## config.mk

```make
export PLATFORM = sky130hd
export DESIGN_NAME = pipealu_sched
export DESIGN_NICKNAME = d
export VERILOG_FILES = /design/src/rtl/pipealu_sched_pkg.sv /design/src/rtl/pipealu_rr_arb.sv /design/src/rtl/pipealu_sched.sv
export SDC_FILE = /design/constraint.sdc
export NUM_CORES = 1
export LEC_CHECK = 0
export ABC_AREA = 1
export BUFFER_PORTS_ARGS = -buffer_cell sky130_fd_sc_hd__buf_2
export CAP_MARGIN = 30
export CORE_ASPECT_RATIO = 0.6
export CORE_UTILIZATION = 44
export DETAILED_ROUTE_END_ITERATION = 12
export HOLD_SLACK_MARGIN = 0.02
export PLACE_DENSITY = 0.77
export SLEW_MARGIN = 20
export SYNTH_ARGS = -nofsm -noshare
export SYNTH_HDL_FRONTEND = slang
export SYNTH_SLANG_ARGS = --single-unit
```

## constraint.sdc

```tcl
create_clock -name clk -period 2.43 [get_ports clk]
set_clock_uncertainty 0.15 [all_clocks]
set_input_delay 0.243 -clock clk [delete_from_list [all_inputs] [get_ports clk]]
set_output_delay 0.243 -clock clk [all_outputs]
set_load 0.005 [all_outputs]
```

## src/rtl/pipealu_sched_pkg.sv

```systemverilog
// ============================================================================
// pipealu_sched_pkg : opcodes, instruction field helpers and scoreboard types
//                     shared by the pipelined-ALU issue scheduler.
// Revision: 1.0
// ============================================================================
`default_nettype none

package pipealu_sched_pkg;

    localparam logic [3:0] OP_AND = 4'h0;
    localparam logic [3:0] OP_OR  = 4'h1;
    localparam logic [3:0] OP_ADD = 4'h2;
    localparam logic [3:0] OP_SUB = 4'h6;
    localparam logic [3:0] OP_SLT = 4'h7;
    localparam logic [3:0] OP_NOR = 4'hC;

    localparam int OP_MSB = 15;
    localparam int OP_LSB = 12;
    localparam int RS_MSB = 11;
    localparam int RS_LSB = 8;
    localparam int RT_MSB = 7;
    localparam int RT_LSB = 4;
    localparam int RD_MSB = 3;
    localparam int RD_LSB = 0;

    typedef struct packed {
        logic       valid;
        logic [3:0] rd;
    } sb_entry_t;

    function automatic logic [3:0] op_of(input logic [15:0] ins);
        return ins[OP_MSB:OP_LSB];
    endfunction

    function automatic logic [3:0] rs_of(input logic [15:0] ins);
        return ins[RS_MSB:RS_LSB];
    endfunction

    function automatic logic [3:0] rt_of(input logic [15:0] ins);
        return ins[RT_MSB:RT_LSB];
    endfunction

    function automatic logic [3:0] rd_of(input logic [15:0] ins);
        return ins[RD_MSB:RD_LSB];
    endfunction

    // AND rsv,rsv -> rsv rewrites the scratch register with its own value.
    function automatic logic [15:0] bubble_instr(input logic [3:0] rsv);
        return {OP_AND, rsv, rsv, rsv};
    endfunction

    function automatic logic raw_hazard(input logic [15:0] ins, input sb_entry_t e);
        return e.valid && ((rs_of(ins) == e.rd) || (rt_of(ins) == e.rd));
    endfunction

endpackage

`default_nettype wire

```

## src/rtl/pipealu_rr_arb.sv

```systemverilog
// ============================================================================
// pipealu_rr_arb : generic NREQ-way round-robin arbiter; one-hot grant and
//                  pointer advance to the slot after the winner.
// Revision: 1.0
// ============================================================================
`default_nettype none

module pipealu_rr_arb #(
    parameter int NREQ = 4,
    parameter int IDW  = 3
) (
    input  logic            clk,
    input  logic            rst,
    input  logic [NREQ-1:0] i_elig,
    output logic [NREQ-1:0] o_grant,
    output logic [IDW-1:0]  o_gnt_id,
    output logic            o_any
);

    logic [IDW-1:0]  r_rr;
    logic [NREQ-1:0] w_hi;
    logic [IDW-1:0]  w_sel;

    // Requesters at or above the pointer take priority; otherwise wrap around.
    always_comb begin
        w_hi  = '0;
        w_sel = '0;
        for (int j = 0; j < NREQ; j++) begin
            w_hi[j] = i_elig[j] && (j >= int'(r_rr));
        end
        for (int j = NREQ - 1; j >= 0; j--) begin
            if (|w_hi) begin
                if (w_hi[j]) w_sel = IDW'(j);
            end else if (i_elig[j]) begin
                w_sel = IDW'(j);
            end
        end
    end

    assign o_any    = |i_elig;
    assign o_gnt_id = w_sel;

    always_comb begin
        o_grant = '0;
        for (int j = 0; j < NREQ; j++) begin
            o_grant[j] = o_any && (w_sel == IDW'(j));
        end
    end

    always_ff @(posedge clk) begin
        if (!rst) begin
            r_rr <= '0;
        end else if (o_any) begin
            r_rr <= (w_sel == IDW'(NREQ - 1)) ? '0 : w_sel + 1'b1;
        end
    end

endmodule

`default_nettype wire

```

## src/rtl/pipealu_sched.sv

```systemverilog
// ============================================================================
// pipealu_sched : round-robin issue scheduler with RAW interlock and tagged
//                 responses for a 2-stage, forwarding-free pipelined ALU.
// Optional macro PIPEALU_SCHED_GUARD_EN: drop writes to RSV_REG, pulse guard_err.
// Revision: 1.0
// ============================================================================
`default_nettype none

module pipealu_sched
    import pipealu_sched_pkg::*;
#(
    parameter int         NREQ    = 4,
    parameter int         IDW     = 3,
    parameter logic [3:0] RSV_REG = 4'hF
) (
    input  logic               clk,
    input  logic               rst,
    input  logic [NREQ-1:0]    req_valid,
    input  logic [16*NREQ-1:0] req_instr,
    output logic [NREQ-1:0]    req_ready,
    output logic [15:0]        alu_instr,
    input  logic [31:0]        alu_out,
    input  logic               alu_zero,
    input  logic               alu_carry,
    input  logic               alu_ovf,
    output logic               rsp_valid,
    output logic [IDW-1:0]     rsp_id,
    output logic [31:0]        rsp_data,
    output logic [2:0]         rsp_flags,
    output logic [15:0]        stall_cnt,
    output logic               guard_err
);

    localparam logic [15:0] c_BUBBLE = bubble_instr(RSV_REG);

    sb_entry_t       r_sb [2];
    logic [IDW:0]    r_tag [3];
    logic [15:0]     r_alu_instr;
    logic [15:0]     r_stall_cnt;

    logic [NREQ-1:0] w_elig;
    logic [NREQ-1:0] w_grant;
    logic [IDW-1:0]  w_gnt_id;
    logic            w_any;
    logic [15:0]     w_sel_instr;
    logic            w_drop;
    logic            w_issue;

    // Gating with rst keeps req_ready low throughout reset.
    always_comb begin
        w_elig = '0;
        for (int i = 0; i < NREQ; i++) begin
            w_elig[i] = rst && req_valid[i]
                        && !raw_hazard(req_instr[i*16 +: 16], r_sb[0])
                        && !raw_hazard(req_instr[i*16 +: 16], r_sb[1]);
        end
    end

    pipealu_rr_arb #(
        .NREQ (NREQ),
        .IDW  (IDW)
    ) u_arb (
        .clk      (clk),
        .rst      (rst),
        .i_elig   (w_elig),
        .o_grant  (w_grant),
        .o_gnt_id (w_gnt_id),
        .o_any    (w_any)
    );

    always_comb begin
        w_sel_instr = '0;
        for (int i = 0; i < NREQ; i++) begin
            if (w_grant[i]) w_sel_instr = req_instr[i*16 +: 16];
        end
    end

`ifdef PIPEALU_SCHED_GUARD_EN
    assign w_drop = w_any && (rd_of(w_sel_instr) == RSV_REG);
`else
    assign w_drop = 1'b0;
`endif

    assign w_issue   = w_any && !w_drop;
    assign guard_err = w_drop;

    always_ff @(posedge clk) begin
        if (!rst) begin
            r_alu_instr <= c_BUBBLE;
            r_sb[0]     <= '0;
            r_sb[1]     <= '0;
            r_tag[0]    <= '0;
            r_tag[1]    <= '0;
            r_tag[2]    <= '0;
            r_stall_cnt <= '0;
        end else begin
            r_alu_instr <= w_issue ? w_sel_instr : c_BUBBLE;
            r_sb[0]     <= {w_issue, rd_of(w_sel_instr)};
            r_sb[1]     <= r_sb[0];
            r_tag[0]    <= {w_issue, w_gnt_id};
            r_tag[1]    <= r_tag[0];
            r_tag[2]    <= r_tag[1];
            if ((|req_valid) && !w_any && (r_stall_cnt != 16'hFFFF)) begin
                r_stall_cnt <= r_stall_cnt + 16'd1;
            end
        end
    end

    assign req_ready = w_grant;
    assign alu_instr = r_alu_instr;
    assign stall_cnt = r_stall_cnt;
    assign rsp_valid = r_tag[2][IDW];
    assign rsp_id    = r_tag[2][IDW-1:0];
    assign rsp_data  = rsp_valid ? alu_out : 32'd0;
    assign rsp_flags = rsp_valid ? {alu_zero, alu_carry, alu_ovf} : 3'd0;

endmodule

`default_nettype wire
```

Word-level counts from Yosys, hierarchy flattened:

Memory sizes are Yosys's and may differ from the RTL's.
Index checks and enable logic that the tools add are counted.

* register bits after elaboration: 35
* latch bits: 0
* output and inout port bits: 76
* ROM bits: 0
* memories: 2
* word-level logic and storage cells: 114
* memory bits (writable): 22
* input bits: 105

Memories
* r_tag: words 3, bits a word 4, rd ports 3, clocked after memory_dff 0, wr ports 3, line pipealu_sched.sv:37 `logic [IDW:0] r_tag [3];`
* r_sb: words 2, bits a word 5, rd ports 2, clocked after memory_dff 0, wr ports 2, line pipealu_sched.sv:36 `sb_entry_t r_sb [2];`

* mux-type cells: 26
* multipliers: 0
* bitwise logic cells: 5
* shift-type cells: 0
* reductions and logical operators: 52
* equality and inequality tests: 20
* divide/modulo/power cells: 0
* $lt $le $gt $ge: 4
* add/subtract/negate cells: 2

Operators with widths (count)
* 4-bit == test: 16
* 16-bit 2-to-1 mux: 4
* 3-bit 2-to-1 mux: 12
* 32-bit 2-to-1 mux: 1
* 1-bit logical AND: 30
* 16-bit by 1-bit adder with 16-bit output (second input constant): 1
* 16-bit inequality test (second input constant): 1
* 4-bit 2-to-1 mux: 3
* 4-bit OR reduction: 3
* 5-bit 2-to-1 mux: 2
* 1-bit zero test: 9
* 1-bit logical OR: 8
* 3-bit by 2-bit == test with 1-bit output (second input constant): 2
* 1-bit by 3-bit greater-or-equal comparator with 1-bit output (first input constant): 2
* 2-bit by 3-bit greater-or-equal comparator with 1-bit output (first input constant): 2
* 1-bit bitwise OR: 5
* 2-bit 2-to-1 mux: 2
* 3-bit by 1-bit adder with 3-bit output (second input constant): 1
* 3-bit by 1-bit == test with 1-bit output (second input constant): 1
* 3-bit zero test: 1
* 1-bit 2-to-1 mux: 2
* 2-bit AND reduction: 1

Logic depth before layout (Yosys ltp):

Gate-level depths: netlist of the first run.
An unclocked memory read counts as a cell.

* word-level depth: 23
* gate-level depth with buffers: 25

Cells and area by module:

A second synthesis of the first run with hierarchy kept.

* cell total of the unflattened synthesis: 660
* area, all modules: 4000.1 um^2

By module, submodules not included
* pipealu_sched: cells an instance 614, times used 1, area an instance 3708.6 um^2
* pipealu_rr_arb: cells an instance 46, times used 1, area an instance 291.5 um^2

Worst setup path after synthesis of the first run:

Ideal clock, no wire load.

* path type: register -> register
* from: mem r_sb[0][2] in the netlist's numbering
* to: reg r_alu_instr[14] (netlist: alu_instr[14])
* arrival time: 2.486 ns
* setup slack: -0.276 ns
* path buffers: 2
* cell stages (with the launch flop): 22
* setup time: 0.070 ns
* cell sequence: dfxtp_1 -> buf_4 -> inv_2 -> nand2_1 -> nand2_1 -> nor2_1 -> nand2_1 -> nand2_1 -> nand2_1 -> nand3_2 -> or3_1 -> o21ai_0 -> inv_1 -> nand3_1 -> ha_1 -> clkinv_1 -> nor2_4 -> buf_2 -> nand2_1 -> nand2_1 -> nand2_1 -> a21oi_1

RTL lines
* start: declaration: line pipealu_sched.sv:36
* end signal: assignment: line pipealu_sched.sv:89 `r_alu_instr <= c_BUBBLE;`
* end signal: assignment: line pipealu_sched.sv:97 `r_alu_instr <= w_issue ? w_sel_instr : c_BUBBLE;`
* end: declaration: line pipealu_sched.sv:38 `logic [15:0] r_alu_instr;`

==> results of run 1 <==
-- logic make-up (layout without fill, tap and decap cells) --
group / after synthesis / in the layout
AO/OA/AOI/OAI: 49 / 49
XOR/XNOR: 20 / 20
flip-flops: 51 / 51
AND/OR/NAND/NOR: 473 / 473
other: 1 / 2
buffers and inverters: 181 / 424
adder cells (fa/ha/maj): 5 / 5
-- metal layers --
layer / vias up / track usage (%) / part of all wire [%]
li1: 2773 / - / -
met2: 325 / 47.0 / 43
met5: - / 0 / 0
met3: 17 / 7.36 / 11
met1: 2425 / 44.4 / 45
met4: 0 / 6.35 / 1.1
-- worst max-delay path: stages (launching register included) --
cell and delay, ns:
dfxtp_2 0.33, buf_12 0.13, buf_4 0.13, xor2_1 0.16, nor2_1 0.16, nand2_1 0.07, nand2_1 0.07, nand2_1 0.08
nand3_2 0.09, nand2_2 0.07, nand2_1 0.07, nand2_2 0.10, nand2_4 0.10, nand2_4 0.08, inv_4 0.08, ha_4 0.16
clkinv_4 0.06, nor2_4 0.14, buf_12 0.12, buf_6 0.08
-- cell usage after synthesis (3+ instances only) --
master / number
nand2_2: 3
nor2_1: 52
nand2_1: 357
inv_2: 4
o21ai_1: 6
nand3_2: 4
nand3_1: 33
clkbuf_1: 6
buf_4: 12
inv_1: 135
xor2_1: 18
inv_4: 5
a21oi_1: 28
buf_2: 5
clkinv_1: 6
nor3_1: 7
dfxtp_1: 51
buf_6: 5
o21ai_0: 13
ha_1: 5
-- layout make-up --
type	count	area, um2	share of cell area (%)
Clock inverter	2	37.5	0.567
Sequential cell	51	1030	15.6
Clock buffer	5	125	1.89
Multi-Input combinational cell	549	2770	41.9
Tap cell	130	163	2.46
Timing Repair Buffer	266	1870	28.3
Inverter	151	612	9.24
-- what timing repair did --
item	CTS	global route
endpoints found under the setup margin	25	42
resized for setup	88	51
pin swaps	44	24
cloned	3	0
setup buffers	22	6
-- power by group through the flow --
| stage | sequential (mW) | clock, mW | combinational, mW |
|---|---|---|---|
| 2_1_floorplan | 1.18 | 0 | 1.56 |
| 3_3_place_gp | 1.20 | 0 | 2.56 |
| 3_5_place_dp | 1.19 | 0 | 2.57 |
| 4_1_cts | 1.20 | 0.836 | 3.09 |
| 5_1_grt | 1.24 | 0.880 | 3.67 |
| 6_report | 1.21 | 0.832 | 3.40 |
-- cells in the final DEF, fill, tap and decap left out, types with 3 or more instances in the layout --
cell / instances
nor2_4: 8
nor2_1: 42
o21ai_2: 7
xor2_1: 17
buf_16: 3
dfxtp_2: 7
nand2_4: 7
inv_2: 8
nand3_2: 7
o21ai_0: 6
a21oi_1: 15
ha_4: 4
o21ai_1: 6
dfxtp_1: 43
buf_2: 175
nor3_1: 7
a21oi_2: 13
buf_12: 12
buf_4: 50
nand2_2: 19
nand2_1: 335
clkinv_1: 4
nor2_2: 5
clkbuf_16: 5
inv_4: 7
inv_1: 127
nand3_1: 29
buf_6: 24
-- sequential cells by signal (all words and copies together), names as in the netlist --
register,count
r_sb,9
u_arb.r_rr,2
stall_cnt,16
r_tag,8
alu_instr,16
-- worst max path at each step --
stage,start,slack (ns),depth (start not counted),end
finish,r_sb[0][2],-0.56,19,req_ready[1]
global route,r_sb[0][2],-0.64,20,req_ready[1]
CTS,r_sb[0][0],-0.43,21,req_ready[1]
detailed placement,r_sb[0][0],-0.31,21,req_ready[1]
global placement,r_sb[0][6],-0.25,22,alu_instr[6]
floorplan,r_sb[0][6],-0.01,22,alu_instr[2]
-- per-stage QoR --
step	TNS, ns	hold slack, ns	std cells	total power, mW
final	-14.41	0.0468	1154	5.44
after floorplan	-0.0487	0.211	781	2.74
after global placement	-5.11	0.250	1117	3.75
after detailed placement	-6.39	0.259	1117	3.76
after global routing	-18.58	0.0588	1154	5.79
after CTS	-7.92	0.0441	1148	5.13
==> impl_metrics.yaml, run 1 <==
floorplan:
  rows: 27
  core_area_um2: 9290
  dieWidth_um: 129
  start_util_pct: 46.0
  ios: 181
  die_y_um: 78.3
  dieArea_um2: 10100
clock_tree:
  htree_levels: 2
  cts.reportedPaths.clkPinSlew_ns: 0.08
  clk_root_buffer_cell: "clkbuf_16"
  clkLatencyLatePin_ns: 0.30
  cts_buffer_depth: 2
  clock_sinks: 51
  cts_tree: "yes"
  cts_buffers: 5
  cts_hold_buf: 0
synthesis:
  synth.distinct_cells: 38
  synth_compound_area_share_pct: 5.85
  synthXorXnorAreaFrac_pct: 4.10
  ys_ff_latch: 51
  async_flop_share_pct: 0
  synth_top_cell_by_area: "nand2_1"
  synthCells: 780
  yosys_warnings: 0
  synth_top_family_by_area: "simple AND/OR/NAND/NOR gates"
  synth_ff_type: "dfxtp_1"
  synth_area_um2: 4270
  yosys.area_share.simple_pct: 46.0
  synthAdderAreaFrac_pct: 1.46
  synth-edff-count: 0
  synthMuxAreaShare_pct: 0
  seq_area_frac_synth_pct: 23.9
  synth.avg_cell_area_um2: 5.48
  synth_top_area_share_pct: 31.4
  synth.area.top_cells: "nand2_1, dfxtp_1, inv_1, nor2_1, nand3_1"
finish:
  nets: 1134
  drive_gt1_share_pct: 37.1
  diodes: 0
  fillers: 753
  fin_area_um2: 6620
  syn2layout_area_growth_pct: 54.9
  final_util_pct: 71.2
sta:
  setup_violations: 42
  worst_slack_ns: -0.562
  drv_slew: 0
  fin_crit_sh_pct: 123
  max_freq_mhz: 334
  fin_crit_ns: 2.99
  rsz0062_at_grt: "true"
  hold_violations: 0
pwr:
  power_density_nw_per_um2: 822
  p_switching_mw: 2.29
  ir_drop_v: 0.000555
  switching_share_pct: 42.1
  seqPwrFrac_pct: 22.2
  comb_power_share_pct: 62.5
  internal_power_mw: 3.15
  leakagePower_nw: 4.02
  clkPwrFrac_pct: 15.3
detailed_routing:
  drtPass1Iterations: 5
  drtIter0Drc: 490
  num_vias: 5540
  vias_per_cell: 4.80
  wl_per_cell_um: 13.8
  drt_wl_total_um: 15900
  final_antenna_net_count: 0
  route.detailed.drc: 0
worst_hold_path:
  hold_end: "alu_instr[5]"
  hold_depth: 3
  hold_path_class: "in -> reg"
  min_from: "req_instr[53]"
status:
  status: "finished with violations"
  violations: "setup timing"
setup_path:
  r2r_slack_ns: -0.49
  critPathMaxFanout: 6
  worst_ep_arrival_time_ns: 2.60
  cp-start-kind: "flop"
  worstSetupPathType: "reg -> out"
  rr_worst_depth: 24
  r2r_end: "alu_instr[13]"
  worstPathRequired_ns: 2.04
  r2r_start: "r_sb[0][2]"
  setup.worst_path.end_class: "primary output"
flow_run:
  cap_violations: 0
global_route:
  grt_use_total_pct: 31.0
  grt_first_pass_wirelength_um: 24000
  grt_max_degree: 37
  antenna_found_initial: 0
  grt.overflow.total: 0
  grt_pass1_vias: 4684
place:
  io_buffers: 178
  hpwl_um: 11200
  gp_congestion: 0.986
  dpl_cell_area_um2: 5730
  dp_slack_ns: -0.313
No activity file was read; power rests on OpenSTA's default activity.
==> inputs of run 2 (changes only) <==
Settings changed: REMOVE_ABC_BUFFERS from default to 1.
==> impl_metrics.yaml, run 2 (synthesized netlist as in run 1, its figures left out) <==
setup_path:
  critPathMaxFanout: 6
  max_stage_delay_ns: 0.37
  cp_top_family: "simple AND/OR/NAND/NOR gates"
  cpMaxStageDelayCell: "dfxtp_4"
  path_buf_inv: 6
  setup.worst_path.end_class: "primary output"
  cp-start-kind: "flop"
  worst_ep_arrival_time_ns: 2.60
  worstSetupPathType: "reg -> out"
  path_cells: "buf_6 -> buf_6 -> xor2_1 -> nor2_1 -> nand2_1 -> nand2_1 -> nand2_2 -> nand3_2 -> nand2_2 -> nand2_2 -> nand2_4 -> nand2_4 -> nand2_4 -> inv_4 -> ha_4 -> clkinv_4 -> nor2_4 -> buf_12 -> buf_6"
  worstPathRequired_ns: 2.04
floorplan:
  dieWidth_um: 129
  rows: 27
  start_util_pct: 46.0
  dieArea_um2: 10100
  die_y_um: 78.3
  core_area_um2: 9290
  ios: 181
sta:
  setup_violations: 41
  hold_violations: 0
  fin_crit_ns: 3.00
  drv_slew: 0
  tns_ns: -15.89
  fin_crit_sh_pct: 123
  max_freq_mhz: 334
  worst_slack_ns: -0.568
  rsz0062_at_grt: "true"
detailed_routing:
  route.detailed.drc: 0
  top_layer: "met4"
  met1Wirelength_um: 7240
  met2_length_um: 7380
  drtPass1Iterations: 6
  drt_wl_total_um: 16900
  vias_per_cell: 4.89
  wl_per_cell_um: 14.5
  final_antenna_net_count: 0
  met3_length_um: 1860
  drtIter0Drc: 716
  num_vias: 5692
clock_tree:
  clock_sinks: 51
  cts_hold_buf: 0
  clk_root_buffer_cell: "clkbuf_16"
  cts_buffers: 5
  cts.reportedPaths.clkPinSlew_ns: 0.07
  cts_buffer_depth: 2
  htree_levels: 2
  cts_tree: "yes"
  clkLatencyLatePin_ns: 0.30
place:
  gp_congestion: 0.977
  dp_slack_ns: -0.418
  hpwl_um: 11300
  dp.cells: 1117
  io_buffers: 178
pwr:
  ir_drop_v: 0.000500
  power_density_nw_per_um2: 791
  leakagePower_nw: 4.17
finish:
  layout_commonest_cell: "nand2_1"
  fin_cells: 1163
  diodes: 0
  syn2layout_area_growth_pct: 57.9
  final_cell_mix: "nand2_1, buf_2, inv_1, buf_4, nor2_1"
  nets: 1142
  drive_gt1_share_pct: 39.3
global_route:
  antenna_found_initial: 0
  grt_first_pass_wirelength_um: 22900
  grt.overflow.total: 0
  grt_max_degree: 37
  grt_pass1_vias: 4640
  grt_use_total_pct: 29.3
status:
  status: "finished with violations"
  violations: "setup timing"
worst_hold_path:
  hold_path_class: "in -> reg"
flow_run:
  cap_violations: 0
run 2: metal layers:
metal / up-vias / GRT usage (%)
met1: 2511 / 40.5
li1: 2789 / -
met2: 349 / 46.6
met3: 43 / 7.43
met5: - / 0
met4: 0 / 4.12
run 2: final timing paths:
check / startpoint / to / slack [ns] / cells past startpoint
worst max-delay path: r_sb[0][3] / req_ready[1] / -0.57 / 19
worst min register to register: r_tag[0][1] / r_tag[0][5] / 0.26 / 2
worst min-delay path: req_instr[53] / alu_instr[5] / 0.06 / 3
worst max register to register: r_sb[0][3] / u_arb.r_rr[0] / -0.55 / 23
run 2: area by class of cell:
| class | instances | area [um2] |
|---|---|---|
| multi-input cells | 550 | 2910 |
| fillers | 753 | 2540 |
| repair buffers | 273 | 1850 |
| flip-flops and latches | 51 | 1050 |
| inverters | 151 | 619 |
| well taps | 130 | 163 |
| clock buffers | 7 | 153 |
| clock inverters | 1 | 7.51 |
run 2: where the power goes:
part | internal, mW | total (mW) | switching (mW)
Clock | 0.439 | 0.758 | 0.319
Combinational | 1.49 | 3.25 | 1.76
Sequential | 1.10 | 1.33 | 0.231
run 2: through the flow:
stage | area [um2] | power, mW | hold WS, ns | utilization [%]
floorplan | 4070 | 2.49 | 0.186 | -
global placement | 5630 | 3.57 | 0.253 | 60.6
detailed placement | 5630 | 3.59 | 0.246 | 60.6
CTS | 6180 | 4.71 | 0.0631 | 66.5
global route | 6750 | 5.66 | 0.0719 | 72.6
finish | 6750 | 5.34 | 0.0647 | 72.6
run 2: what timing repair did:
action | 4_1_cts | 5_1_grt
setup buffers | 28 | 22
setup endpoints to repair | 35 | 41
pin swaps | 32 | 44
cloned | 1 | 2
resized for setup | 88 | 112
endpoints found under the hold margin | 0 | 0
run 2: worst min-delay path, cell delays in order:
cell	delay, ns
buf_2	0.12
a21oi_1	0.07
nand2_1	0.05
==> inputs of run 3 (changes only) <==
Settings changed: CORE_UTILIZATION 44 to 43, SYNTH_HIERARCHICAL from default to 1.
==> impl_metrics.yaml, run 3 <==
status:
  status: "finished with violations"
  violations: "setup timing"
clock_tree:
  cts_tree: "yes"
  clk_root_buffer_cell: "clkbuf_16"
  cts_buffers: 5
  htree_levels: 2
  cts.reportedPaths.clkPinSlew_ns: 0.08
  clock_sinks: 54
  clkLatencyLatePin_ns: 0.30
  cts_buffer_depth: 2
synthesis:
  ys_ff_latch: 54
  synth.most_common_cell: "nand2_1"
  yosys_warnings: 6
  async_flop_share_pct: 0
  synth_area_um2: 4000
  synth_ff_type: "dfxtp_1"
  synth.distinct_cells: 32
  synth-edff-count: 0
  synthCells: 660
  synth_top_cell_by_area: "dfxtp_1"
  synth_top_area_share_pct: 27.0
  synth.avg_cell_area_um2: 6.06
  synth_common_cells: "nand2_1, inv_1, nor2_1"
  seq_area_frac_synth_pct: 27.0
  synth.area.top_cells: "dfxtp_1, nand2_1, xor2_1, inv_1, nor2_1"
floorplan:
  die_y_um: 76.7
  ios: 181
  rows: 26
  dieWidth_um: 127
  core_area_um2: 8750
  start_util_pct: 45.7
  dieArea_um2: 9700
sta:
  tns_ns: -10.94
  fin_crit_sh_pct: 121
  setup_violations: 31
  hold_violations: 0
  rsz0062_at_grt: "true"
  max_freq_mhz: 340
  fin_crit_ns: 2.94
  drv_slew: 0
  worst_slack_ns: -0.511
finish:
  layout_commonest_cell: "nand2_1"
  drive_gt1_share_pct: 40.1
  multiInputGateArea_um2: 2590
  final_util_pct: 69.7
  fin_area_um2: 6100
  fillers: 753
  register_area_um2: 1100
  diodes: 0
  syn2layout_area_growth_pct: 52.5
  final_cell_mix: "nand2_1, buf_2, inv_1, nor2_1, buf_4"
  nets: 1005
pwr:
  ir_drop_v: 0.000293
  switching_share_pct: 34.3
  internal_power_mw: 2.03
  seqPwrFrac_pct: 33.7
  power_density_nw_per_um2: 506
  p_switching_mw: 1.06
  leakagePower_nw: 3.61
  comb_power_share_pct: 38.6
  clkPwrFrac_pct: 27.7
global_route:
  grt_use_total_pct: 27.7
  antenna_found_initial: 0
  grt_pass1_vias: 4338
  grt.overflow.total: 0
  grt_first_pass_wirelength_um: 21300
  grt_max_degree: 37
place:
  dpl_cell_area_um2: 5430
  io_buffers: 179
  dp_slack_ns: -0.516
  gp_congestion: 0.969
  hpwl_um: 10200
setup_path:
  critPathMaxFanout: 4
  r2r_end: "alu_instr[9]"
  cp-start-kind: "flop"
  rr_worst_depth: 20
  r2r_start: "r_sb[0][7]"
  worstPathRequired_ns: 2.04
  r2r_slack_ns: -0.48
  worst_ep_arrival_time_ns: 2.55
  setup.worst_path.end_class: "primary output"
  worstSetupPathType: "reg -> out"
detailed_routing:
  route.detailed.drc: 0
  vias_per_cell: 4.87
  drtPass1Iterations: 6
  drtIter0Drc: 372
  final_antenna_net_count: 0
  drt_wl_total_um: 13600
  wl_per_cell_um: 13.5
  met2_length_um: 5660
  met1Wirelength_um: 6030
  top_layer: "met4"
  num_vias: 4906
  met3_length_um: 1720
flow_run:
  cap_violations: 0
worst_hold_path:
  hold_path_class: "in -> reg"
  hold_depth: 3
  min_from: "req_instr[51]"
  hold_end: "alu_instr[3]"
run 3: changes by cell type after synthesis, moves of 10 or more:
cell / delta
nand2_1: -155
a21oi_1: +16
inv_1: -35
buf_2: +10
o21ai_0: +13
nand3_1: -21
nand2_2: +11
xor2_1: +31
nor2_1: +26
run 3: logic make-up after synthesis:
group,count (synthesis),synth area share (%)
adders and majority gates,5,1.56
xor gates and xnor gates,52,11.4
and+or+nand+nor,332,35.6
buffers and inverters,137,13.8
other,2,0.188
DFF,54,27.0
AOI/OAI and AO/OA,78,10.4
run 3: metal layers:
layer | global-route usage [%] | vias to the layer above
met3 | 8.09 | 21
met2 | 42.8 | 272
li1 | - | 2448
met4 | 5.18 | 0
met1 | 38.3 | 2165
met5 | 0 | -
run 3: worst max-delay path, cell delays in order, from the launching register on:
cell	delay (ns)
dfxtp_2	0.33
buf_4	0.16
xor2_1	0.15
nor2_1	0.18
nand2_1	0.10
a21oi_2	0.18
nor2_2	0.07
inv_2	0.08
nor3_4	0.04
nor2_4	0.19
nand2_4	0.08
inv_2	0.07
ha_2	0.16
inv_2	0.04
nor2_4	0.12
buf_6	0.13
buf_6	0.09
buf_6	0.08
run 3: worst max-delay path by stage:
stage | from | end | depth (start not counted)
6_report | r_sb[0][7] | req_ready[1] | 17
5_1_grt | r_sb[0][3] | alu_instr[4] | 24
4_1_cts | r_sb[0][2] | req_ready[0] | 21
3_5_place_dp | r_sb[0][8] | alu_instr[15] | 24
3_3_place_gp | r_sb[0][6] | r_sb[0][1] | 21
2_1_floorplan | r_sb[0][3] | alu_instr[0] | 21
run 3: power groups by stage:
stage	clock (mW)	combinational (mW)	sequential [mW]
detailed placement	0	0.992	1.04
global placement	0	0.979	1.04
floorplan	0	0.452	1.07
CTS	0.869	1.14	1.02
global route	0.905	1.30	1.05
finish	0.854	1.19	1.04
run 3: timing repair:
action                                  in CTS  in global routing
pin swaps                                   19                 25
gates cloned                                 2                  0
hold buffers                                 3                  0
endpoints found under the setup margin      37                 43
resized for setup                           84                 41
setup buffers                                8                  5
hold endpoints to repair                     3                  0
run 3: per-stage QoR:
| step | power (mW) | std cells | hold slack (ns) |
|---|---|---|---|
| 3_3_place_gp | 2.01 | 984 | 0.246 |
| 2_1_floorplan | 1.52 | 631 | 0.186 |
| 5_1_grt | 3.25 | 1008 | 0.0429 |
| 6_report | 3.09 | 1008 | 0.0304 |
| 3_5_place_dp | 2.03 | 984 | 0.250 |
| 4_1_cts | 3.04 | 1005 | 0.0207 |
run 3: cell type report:
class                   instances  area share [%]
multi-input cells             469            42.5
repair buffers                257            27.4
flip-flops and latches         54            18.0
inverters                     108            6.89
well taps                     112            2.30
clock buffers                   5            2.05
clock inverters                 3           0.779
